<file path="config.mk">
export PLATFORM = sky130hd
export DESIGN_NAME = vin_pixel_packer
export DESIGN_NICKNAME = d
export VERILOG_FILES = /design/src/rtl/vin_pkg.sv /design/src/rtl/vin_rgb2y.sv /design/src/rtl/vin_pixel_packer.sv
export SDC_FILE = /design/constraint.sdc
export NUM_CORES = 1
export LEC_CHECK = 0
export ABC_AREA = 0
export CORE_UTILIZATION = 50
export DETAILED_ROUTE_END_ITERATION = 10
export MAX_ROUTING_LAYER = met4
export PLACE_DENSITY = 0.78
export SYNTH_ARGS = -nofsm -noshare
export SYNTH_HDL_FRONTEND = slang
export SYNTH_SLANG_ARGS = --single-unit
</file>
<file path="constraint.sdc">
create_clock -name clk -period 6.8 [get_ports clk]
set_input_delay 0.68 -clock clk [delete_from_list [all_inputs] [get_ports clk]]
set_output_delay 0.68 -clock clk [all_outputs]
set_load 0.02 [all_outputs]
</file>
<file path="src/rtl/vin_pkg.sv">
// Shared definitions for the DVI input pixel path: packer FSM states, luma
// coefficients and the stage-1 sync bundle.
package vin_pkg;

   typedef enum logic [1:0] {
      ST_SKIP   = 2'd0,
      ST_BLANK  = 2'd1,
      ST_ACTIVE = 2'd2,
      ST_FLUSH  = 2'd3
   } vin_state_t;

   // BT.601-style weights scaled by 256; they sum to 256 so white maps to full scale.
   localparam int unsigned COEF_R     = 77;
   localparam int unsigned COEF_G     = 150;
   localparam int unsigned COEF_B     = 29;
   localparam int unsigned COEF_SHIFT = 8;

   localparam int unsigned SKIP_W = 4;
   localparam int unsigned MEAS_W = 16;

   typedef struct packed {
      logic de;
      logic hsync;
      logic vsync;
   } vin_ctl_t;

endpackage

</file>
<file path="src/rtl/vin_rgb2y.sv">
// Combinational RGB to luma; returns the OUT_W MSBs of the IN_W-bit luma.
module vin_rgb2y
   import vin_pkg::*;
#(
   parameter int unsigned IN_W  = 8,
   parameter int unsigned OUT_W = 8
) (
   input  logic [IN_W-1:0]  red,
   input  logic [IN_W-1:0]  green,
   input  logic [IN_W-1:0]  blue,
   output logic [OUT_W-1:0] luma_c
);

   localparam int unsigned SUM_W = IN_W + COEF_SHIFT;
   localparam int unsigned DROP  = COEF_SHIFT + IN_W - OUT_W;

   logic [SUM_W-1:0] sum_c;

   // Coefficients sum to 2^COEF_SHIFT, so SUM_W bits can never overflow.
   always_comb begin
      sum_c  = SUM_W'(COEF_R) * SUM_W'(red)
             + SUM_W'(COEF_G) * SUM_W'(green)
             + SUM_W'(COEF_B) * SUM_W'(blue);
      luma_c = OUT_W'(sum_c >> DROP);
   end

endmodule

</file>
<file path="src/rtl/vin_pixel_packer.sv">
// Packs PIX_PER_BEAT luma pixels per output beat with SOF/EOL markers and frame skipping.
// Optional macro VIN_MEASURE_EN adds active width/height measurement.
module vin_pixel_packer
   import vin_pkg::*;
#(
   parameter int unsigned IN_W         = 8,
   parameter int unsigned OUT_W        = 8,
   parameter int unsigned PIX_PER_BEAT = 2,
   parameter int unsigned SKIP_FRAMES  = 3
) (
   input  logic                          clk,
   input  logic                          rst_n,
   input  logic                          in_de,
   input  logic                          in_hsync,
   input  logic                          in_vsync,
   input  logic [IN_W-1:0]               in_red,
   input  logic [IN_W-1:0]               in_green,
   input  logic [IN_W-1:0]               in_blue,
   output logic                          out_valid,
   output logic [PIX_PER_BEAT*OUT_W-1:0] out_data,
   output logic                          out_sof,
   output logic                          out_eol,
   output logic                          out_hsync,
   output logic                          out_vsync,
   output logic [MEAS_W-1:0]             out_width,
   output logic [MEAS_W-1:0]             out_height
);

   localparam int unsigned DATA_W = PIX_PER_BEAT * OUT_W;
   localparam int unsigned IDX_W  = (PIX_PER_BEAT > 1) ? $clog2(PIX_PER_BEAT) : 1;
   localparam logic [IDX_W-1:0] LAST_IDX = IDX_W'(PIX_PER_BEAT - 1);

   vin_ctl_t           s1_ctl;
   logic               s1_de_d, s1_vsync_d;
   logic [IN_W-1:0]    s1_red, s1_green, s1_blue;
   logic [OUT_W-1:0]   luma_c;
   logic               de_rise_c, vs_rise_c;

   vin_state_t         state_q, state_n;
   logic [IDX_W-1:0]   idx_q, idx_n, slot_c;
   logic [SKIP_W-1:0]  skip_q, skip_n;
   logic               sof_pend_q, sof_pend_n;
   logic [DATA_W-1:0]  pack_q, pack_n;
   logic               store_c, emit_c, eol_c, sof_c;

   // Stage 1: input capture plus previous-cycle copies for edge detection.
   always_ff @(posedge clk) begin
      if (!rst_n) begin
         s1_ctl     <= '0;
         s1_de_d    <= 1'b0;
         s1_vsync_d <= 1'b0;
         s1_red     <= '0;
         s1_green   <= '0;
         s1_blue    <= '0;
      end else begin
         s1_ctl     <= '{de: in_de, hsync: in_hsync, vsync: in_vsync};
         s1_de_d    <= s1_ctl.de;
         s1_vsync_d <= s1_ctl.vsync;
         s1_red     <= in_red;
         s1_green   <= in_green;
         s1_blue    <= in_blue;
      end
   end

   assign de_rise_c = s1_ctl.de & ~s1_de_d;
   assign vs_rise_c = s1_ctl.vsync & ~s1_vsync_d;

   vin_rgb2y #(.IN_W(IN_W), .OUT_W(OUT_W)) u_rgb2y (
      .red    (s1_red),
      .green  (s1_green),
      .blue   (s1_blue),
      .luma_c (luma_c)
   );

   always_ff @(posedge clk) begin
      if (!rst_n) begin
         state_q    <= ST_SKIP;
         idx_q      <= '0;
         skip_q     <= SKIP_W'(SKIP_FRAMES);
         sof_pend_q <= 1'b0;
         pack_q     <= '0;
      end else begin
         state_q    <= state_n;
         idx_q      <= idx_n;
         skip_q     <= skip_n;
         sof_pend_q <= sof_pend_n;
         pack_q     <= pack_n;
      end
   end

   // in_de (one cycle ahead of stage 1) tells whether the line continues, so a
   // beat closed by the end of line carries EOL without losing latency.
   always_comb begin
      state_n    = state_q;
      idx_n      = idx_q;
      skip_n     = skip_q;
      sof_pend_n = sof_pend_q;
      pack_n     = pack_q;
      store_c    = 1'b0;
      slot_c     = '0;
      emit_c     = 1'b0;
      eol_c      = 1'b0;
      sof_c      = 1'b0;

      case (state_q)
         ST_SKIP: begin
            if (skip_q == '0) begin
               state_n = ST_BLANK;
            end else if (vs_rise_c) begin
               skip_n = skip_q - SKIP_W'(1);
               if (skip_q == SKIP_W'(1)) begin
                  state_n    = ST_BLANK;
                  sof_pend_n = 1'b1;
               end
            end
         end
         ST_BLANK: begin
            if (vs_rise_c) sof_pend_n = 1'b1;
            if (de_rise_c) begin
               store_c = 1'b1;
               state_n = ST_ACTIVE;
            end
         end
         ST_ACTIVE: begin
            if (vs_rise_c) sof_pend_n = 1'b1;
            if (s1_ctl.de) begin
               store_c = 1'b1;
               slot_c  = idx_q;
            end else begin
               state_n = ST_BLANK;
               idx_n   = '0;
            end
         end
         ST_FLUSH: begin
            state_n = ST_BLANK;
            idx_n   = '0;
         end
         default: state_n = ST_SKIP;
      endcase

      if (store_c) begin
         // Slot 0 starts a fresh beat, so unfilled slots of a partial beat read 0.
         if (slot_c == '0) pack_n = '0;
         for (int unsigned i = 0; i < PIX_PER_BEAT; i++) begin
            if (slot_c == IDX_W'(i)) pack_n[(PIX_PER_BEAT-1-i)*OUT_W +: OUT_W] = luma_c;
         end
         if (slot_c == LAST_IDX || !in_de) begin
            emit_c     = 1'b1;
            eol_c      = ~in_de;
            sof_c      = sof_pend_n;
            sof_pend_n = 1'b0;
            idx_n      = '0;
            if (slot_c != LAST_IDX) state_n = ST_FLUSH;
         end else begin
            idx_n = slot_c + IDX_W'(1);
         end
      end
   end

   always_ff @(posedge clk) begin
      if (!rst_n) begin
         out_valid <= 1'b0;
         out_data  <= '0;
         out_sof   <= 1'b0;
         out_eol   <= 1'b0;
         out_hsync <= 1'b0;
         out_vsync <= 1'b0;
      end else begin
         out_valid <= emit_c;
         out_sof   <= sof_c;
         out_eol   <= eol_c;
         if (emit_c) out_data <= pack_n;
         out_hsync <= s1_ctl.hsync & (state_n != ST_SKIP);
         out_vsync <= s1_ctl.vsync & (state_n != ST_SKIP);
      end
   end

`ifdef VIN_MEASURE_EN
   logic [MEAS_W-1:0] pix_cnt_q, line_cnt_q, line_inc_c;
   logic              de_fall_c;

   assign de_fall_c  = ~s1_ctl.de & s1_de_d;
   assign line_inc_c = (de_fall_c && line_cnt_q != '1) ? line_cnt_q + MEAS_W'(1) : line_cnt_q;

   // Saturating counters; a line ending on the vsync rise still counts toward that frame.
   always_ff @(posedge clk) begin
      if (!rst_n) begin
         pix_cnt_q  <= '0;
         line_cnt_q <= '0;
         out_width  <= '0;
         out_height <= '0;
      end else begin
         if (de_fall_c) begin
            out_width <= pix_cnt_q;
            pix_cnt_q <= '0;
         end else if (s1_ctl.de && pix_cnt_q != '1) begin
            pix_cnt_q <= pix_cnt_q + MEAS_W'(1);
         end
         if (vs_rise_c) begin
            out_height <= line_inc_c;
            line_cnt_q <= '0;
         end else begin
            line_cnt_q <= line_inc_c;
         end
      end
   end
`else
   assign out_width  = '0;
   assign out_height = '0;
`endif

endmodule

</file>
# Yosys cells after proc, flatten, opt, wreduce, memory -nomap -nowiden
# Index checks and enable logic that the tools add are counted.
[totals]
ff_bits = 74
in_bits = 29
out_inout_bits = 53
elab_cells = 77
[op_classes]
n_addsub = 4
mul = 3
n_eq_ne = 4
mux = 30
bitwise = 8
n_reduce_logical = 9
[op_table]
columns = ["cell", "count"]
rows = [
  ["$mux 16", 2],
  ["$mul 7x8->15 const A", 2],
  ["$add 15x16->16", 1],
  ["$add 16x13->16", 1],
  ["$mux 2", 8],
  ["$mux 8", 2],
  ["$mux 1", 14],
  ["$mul 5x8->13 const A", 1],
  ["$pmux 2 s4", 1],
  ["$pmux 1 s2", 3],
  ["$reduce_and 3->1", 2],
  ["$and 1x1->1", 4],
  ["$eq 2x2->1 const B", 2],
  ["$eq 4x1->1 const B", 1],
  ["$logic_not 4->1", 1],
  ["$not 1->1", 4],
  ["$sub 4x1->4 const B", 1],
  ["$reduce_bool 3->1", 1],
  ["$eq 2x1->1 const B", 1],
  ["$logic_not 2->1", 1],
  ["$reduce_bool 2->1", 1],
  ["$reduce_or 2->1", 1],
  ["$add 1x1->1 const B", 1],
  ["$logic_not 1->1", 1],
  ["$logic_or 1x1->1", 1],
]

# Logic depth before layout (Yosys ltp)
[logic_depth]
word_depth = 10
ltp_mapped = 25
ltp_nobuf = 25

# Hierarchy
# Synthesis repeated with hierarchy kept, for this count alone.
[hier_totals]
hier_cells = 582
area_unflattened_um2 = 5794.3
[modules_own_cells]
columns = ["module", "instances", "cells_each", "area_per_inst_um2", "seq_area_each_um2"]
rows = [
  ["vin_rgb2y", 1, 318, 3085.5, 0.0],
  ["vin_pixel_packer", 1, 264, 2708.8, 1321.3],
]

# Worst setup path before layout
# OpenSTA, ideal clock, no wires.
[synth_timing]
path_type = "register -> register"
from = "register s1_green[4]"
to = "register out_data[15]"
setup_ns = 0.059
arrival_time_ns = 6.667
required_ns = 6.741
slack_ns = 0.074
stages_incl_launch_ff = 25
n_path_buf = 0
period_less_slack_ns = 6.726
path_cell_list = "dfxtp_1 ha_1 ha_1 inv_1 fa_1 fa_1 inv_1 ha_1 or2_2 o221ai_1 a21boi_0 ha_1 fa_1 inv_1 fa_1 fa_1 inv_1 ha_1 and3_2 a221o_1 a221oi_2 a2bb2oi_1 xor2_1 mux2_4 nand2_1"
[synth_via]
elab_chain_cells = 5
[synth_rtl]
columns = ["element", "line_no", "rtl"]
rows = [
  ["start, declared", "vin_pixel_packer.sv:35", "logic [IN_W-1:0] s1_red, s1_green, s1_blue;"],
  ["start signal, assigned", "vin_pixel_packer.sv:60", "s1_green <= in_green;"],
  ["$mul 7x8->15", "vin_rgb2y.sv:22", "+ SUM_W'(COEF_G) * SUM_W'(green)"],
  ["$add 15x16->16", "vin_rgb2y.sv:22", ""],
  ["$add 16x13->16", "vin_rgb2y.sv:23", "+ SUM_W'(COEF_B) * SUM_W'(blue);"],
  ["$mux 8", "vin_pixel_packer.sv:145", "if (slot_c == IDX_W'(i)) pack_n[(PIX_PER_BEAT-1-i)*OUT_W +: OUT_W] = luma_c;"],
  ["$mux 16", "vin_pixel_packer.sv:141", "if (store_c) begin"],
  ["end signal, assigned", "vin_pixel_packer.sv:172", "if (emit_c) out_data <= pack_n;"],
  ["end, declared", "vin_pixel_packer.sv:20", "output logic [PIX_PER_BEAT*OUT_W-1:0] out_data,"],
]
# No other way between the ends.
# A chain may end at the register's enable or synchronous reset.

# Final worst setup path
[layout_timing]
from = "register s1_green[4]"
to = "register out_data[11]"
# The elaborated chain is that of the path after synthesis.

==> impl_metrics.env <==
export IMPL_wl_per_cell_um=15.4
export IMPL_syn_inst=587
export IMPL_clock_latency_ns=0.35
export IMPL_grt_pass1_vias=4487
export IMPL_num_rows=38
export IMPL_max_stage_delay_ns=0.56
export IMPL_initial_core_util_pct=52.2
export IMPL_slew_headroom_pct=27.6
export IMPL_power_density_nw_per_um2=384
export IMPL_antenna_found_initial=0
export IMPL_drt_wl_total_um=12200
export IMPL_path_delay_family="adder cells"
export IMPL_seqPwrFrac_pct=17.0
export IMPL_design_area_um2=6740
export IMPL_r2r_start="s1_green[4]$_SDFF_PN0_"
export IMPL_setup_worst_path_class="reg -> reg"
export IMPL_final_cells=793
export IMPL_seq_area_um2=1390
export IMPL_grt_overflow_total=0
export IMPL_area_growth_pct=17.6
export IMPL_synth_top_flop_cell="dfxtp_1"
export IMPL_setup_violations=0
export IMPL_cts_tree="yes"
export IMPL_cp_num_buf_inv=6
export IMPL_crit_fanout=5
export IMPL_grt_pass1_wl_um=20700
export IMPL_synth_edf_count=0
export IMPL_route_vias_total=4067
export IMPL_grt_use_total_pct=23.2
export IMPL_ys_seq_area_share_pct=24.1
export IMPL_ant_nets=0
export IMPL_r2r_end="out_data[11]$_SDFFE_PN0P_"
export IMPL_ir_drop_v=0.000288
export IMPL_die_area_um2=11900
export IMPL_fill_cells=891
export IMPL_fin_crit_sh_pct=97.4
export IMPL_p_switching_w=0.00111
export IMPL_synth_most_common_cell="inv_1"
export IMPL_clockRootBuffer="clkbuf_16"
export IMPL_clk_pin_slew_ns=0.06
export IMPL_yosysUniqueCellTypes=56
export IMPL_cpMostUsedCell="fa_1"
export IMPL_drc=0
export IMPL_dp_cells=773
export IMPL_grt_max_degree=42
export IMPL_ff2ff_setup_slack_ns=0.17
export IMPL_io_pins=82
export IMPL_power_share_clock_pct=20.5
export IMPL_setup_tns_ns=0
export IMPL_comb_power_share_pct=62.5
export IMPL_synth_area_leaders="dfxtp_1 24%, ha_1 20%, fa_1 19%"
export IMPL_hold_end="out_hsync$_SDFF_PN0_"
export IMPL_p_int_w=0.00148
export IMPL_cts_buffers=9
export IMPL_placed_area_um2=6290
export IMPL_layout_nets=822
export IMPL_power_w=0.00259
export IMPL_worstSetupEndpointType="flop"
export IMPL_synth_top_area_share_pct=24.1
export IMPL_die_h_um=109
export IMPL_drv_slew=0
export IMPL_worst_slew_pin_slew_ns=1.08
export IMPL_status="completed"
export IMPL_synth_common_cells="97 x inv_1, 90 x ha_1, 69 x dfxtp_1"
export IMPL_swShare_pct=42.8
export IMPL_min_from="s1_ctl[1]$_SDFF_PN0_"
export IMPL_h_tree_depth=3
export IMPL_hpwl_um=9080
export IMPL_fin_worst_skew_ns=0.00620
export IMPL_leakagePower_nw=3.33
export IMPL_drive_gt1_share_pct=8.42
export IMPL_reg2reg_depth=24
export IMPL_drtPass1Iterations=4
export IMPL_period_minus_slack_ns=6.63
export IMPL_yosys_warnings=0
export IMPL_viasPerCell=5.13
export IMPL_io_buffers=49
export IMPL_synth_top_area_cell="dfxtp_1"
export IMPL_cp_start_kind="flop"
export IMPL_clock_fmax_mhz=151
export IMPL_cts_sinks=69
export IMPL_hp_class="reg -> reg"
export IMPL_synth_avg_cell_area_um2=9.77
export IMPL_synth_area_um2=5730
export IMPL_path_cells="buf_4 > ha_1 > ha_1 > fa_1 > ha_1 > inv_1 > o21bai_1 > a21oi_2 > xnor2_2 > fa_1 > fa_1 > inv_1 > fa_1 > fa_1 > inv_1 > ha_4 > a21o_1 > a221o_1 > a221oi_4 > buf_4 > buf_4 > xnor2_1 > mux2i_1 > o21ai_0"
export IMPL_critPathRequiredTime_ns=7.07
export IMPL_coreArea_um2=11000
export IMPL_cts_path_max_buffers=2
export IMPL_cap_violations=0
export IMPL_drtIter0Drc=110
export IMPL_die_w_um=109
export IMPL_antenna_cells=0
export IMPL_holdPathStages=2
export IMPL_arrival_ns=6.89
export IMPL_gp_congestion=0.896
export IMPL_cts_hold_buf=0
export IMPL_cpMaxStageDelayCell="fa_1"
export IMPL_async_flop_share_pct=0
export IMPL_multiInputGateArea_um2=3900
export IMPL_finalHoldViolCount=0
export IMPL_synth_seq_cells=69
-- cells by family (layout without fill, tap and decap cells) --
group / count (synthesis) / in the layout / share of synthesized area (%)
other: 1 / 32 / 0.0654
AOI/OAI and AO/OA: 92 / 92 / 11.2
and+or+nand+nor: 117 / 117 / 10.7
adders and majority gates: 145 / 145 / 38.8
buffers and inverters: 141 / 176 / 11.6
muxes: 4 / 4 / 0.786
DFF: 69 / 69 / 24.1
xor gates and xnor gates: 18 / 18 / 2.75
-- worst register-to-register path: stages, from the launching register on --
cell	delay (ns)
dfxtp_2	0.32
buf_4	0.14
ha_1	0.28
ha_1	0.30
fa_1	0.47
ha_1	0.33
inv_1	0.09
o21bai_1	0.30
a21oi_2	0.13
xnor2_2	0.16
fa_1	0.45
fa_1	0.52
inv_1	0.05
fa_1	0.46
fa_1	0.56
inv_1	0.07
ha_4	0.26
a21o_1	0.16
a221o_1	0.41
a221oi_4	0.36
buf_4	0.17
buf_4	0.09
xnor2_1	0.15
mux2i_1	0.15
o21ai_0	0.20
-- sequential cells by signal, summed over array words and instances (netlist names), 2 cells and up --
| name | count |
|---|---|
| s1_red | 8 |
| skip_q | 4 |
| pack_q | 11 |
| s1_blue | 8 |
| state_q | 2 |
| s1_green | 8 |
| out_data | 16 |
| s1_ctl | 3 |
-- repair_timing --
action	CTS	global route
endpoints found under the setup margin	5	12
setup buffers	1	3
cloned	0	0
gates resized for setup	2	19
pin swaps	2	13
-- cell usage in the layout, fill, tap and decap left out, types with 7 or more instances in the layout --
master,count
clkbuf_16,9
xor2_1,7
nand3_1,8
nand2_1,24
o21ai_0,17
buf_4,13
and2_1,36
a22o_1,8
xnor2_1,9
clkdlybuf4s50_1,49
a21o_1,8
fa_1,55
ha_1,86
inv_1,96
nor2_1,24
conb_1,32
dfxtp_1,67
a21oi_1,15
-- layout make-up --
cell class,instances,share of cell area [%]
Multi-Input combinational cell,408,57.8
Sequential cell,69,20.6
Timing Repair Buffer,62,8.72
Inverter,98,5.45
Clock buffer,9,3.34
Tap cell,140,2.60
Clock inverter,7,1.56
-- power groups by stage --
stage | Clock (W) | Combinational, W | Sequential (W)
finish | 0.000530 | 0.00162 | 0.000441
global route | 0.000556 | 0.00182 | 0.000445
CTS | 0.000536 | 0.00145 | 0.000442
detailed placement | 0 | 0.00140 | 0.000451
global placement | 0 | 0.00137 | 0.000450
floorplan | 0 | 0.00106 | 0.000447
-- worst max-delay path by stage --
| stage | from | endpoint | slack, ns | cells after the start |
|---|---|---|---|---|
| final | s1_green[4]$_SDFF_PN0_ | out_data[11]$_SDFFE_PN0P_ | 0.17 | 24 |
| after CTS | s1_green[4]$_SDFF_PN0_ | out_data[15]$_SDFFE_PN0P_ | 0.03 | 25 |
| after floorplan | s1_green[4]$_SDFF_PN0_ | out_data[15]$_SDFFE_PN0P_ | 0.07 | 24 |
| after global placement | s1_green[4]$_SDFF_PN0_ | out_data[15]$_SDFFE_PN0P_ | 0.1 | 24 |
| after detailed placement | s1_green[4]$_SDFF_PN0_ | out_data[15]$_SDFFE_PN0P_ | 0.009 | 24 |
| after global routing | s1_green[3]$_SDFF_PN0_ | out_data[14]$_SDFFE_PN0P_ | -0.08 | 26 |
-- metal layers --
metal  track usage [%]  up-vias  part of all wire, %
met5                 -        -                    0
met4              8.30        0                  2.5
met3              3.83       27                  3.7
met2              40.9      105                   53
met1              26.4     1947                   41
li1                  -     1988                    -
-- stage by stage --
step | util, % | hold slack [ns] | setup WS [ns]
after floorplan | - | 0.395 | 0.0744
after global placement | 57.2 | 0.401 | 0.0954
after detailed placement | 57.2 | 0.423 | 0.00880
after CTS | 60.4 | 0.428 | 0.0343
after global routing | 61.4 | 0.443 | -0.0776
final | 61.4 | 0.421 | 0.175
No activity file was read; power rests on OpenSTA's default activity.
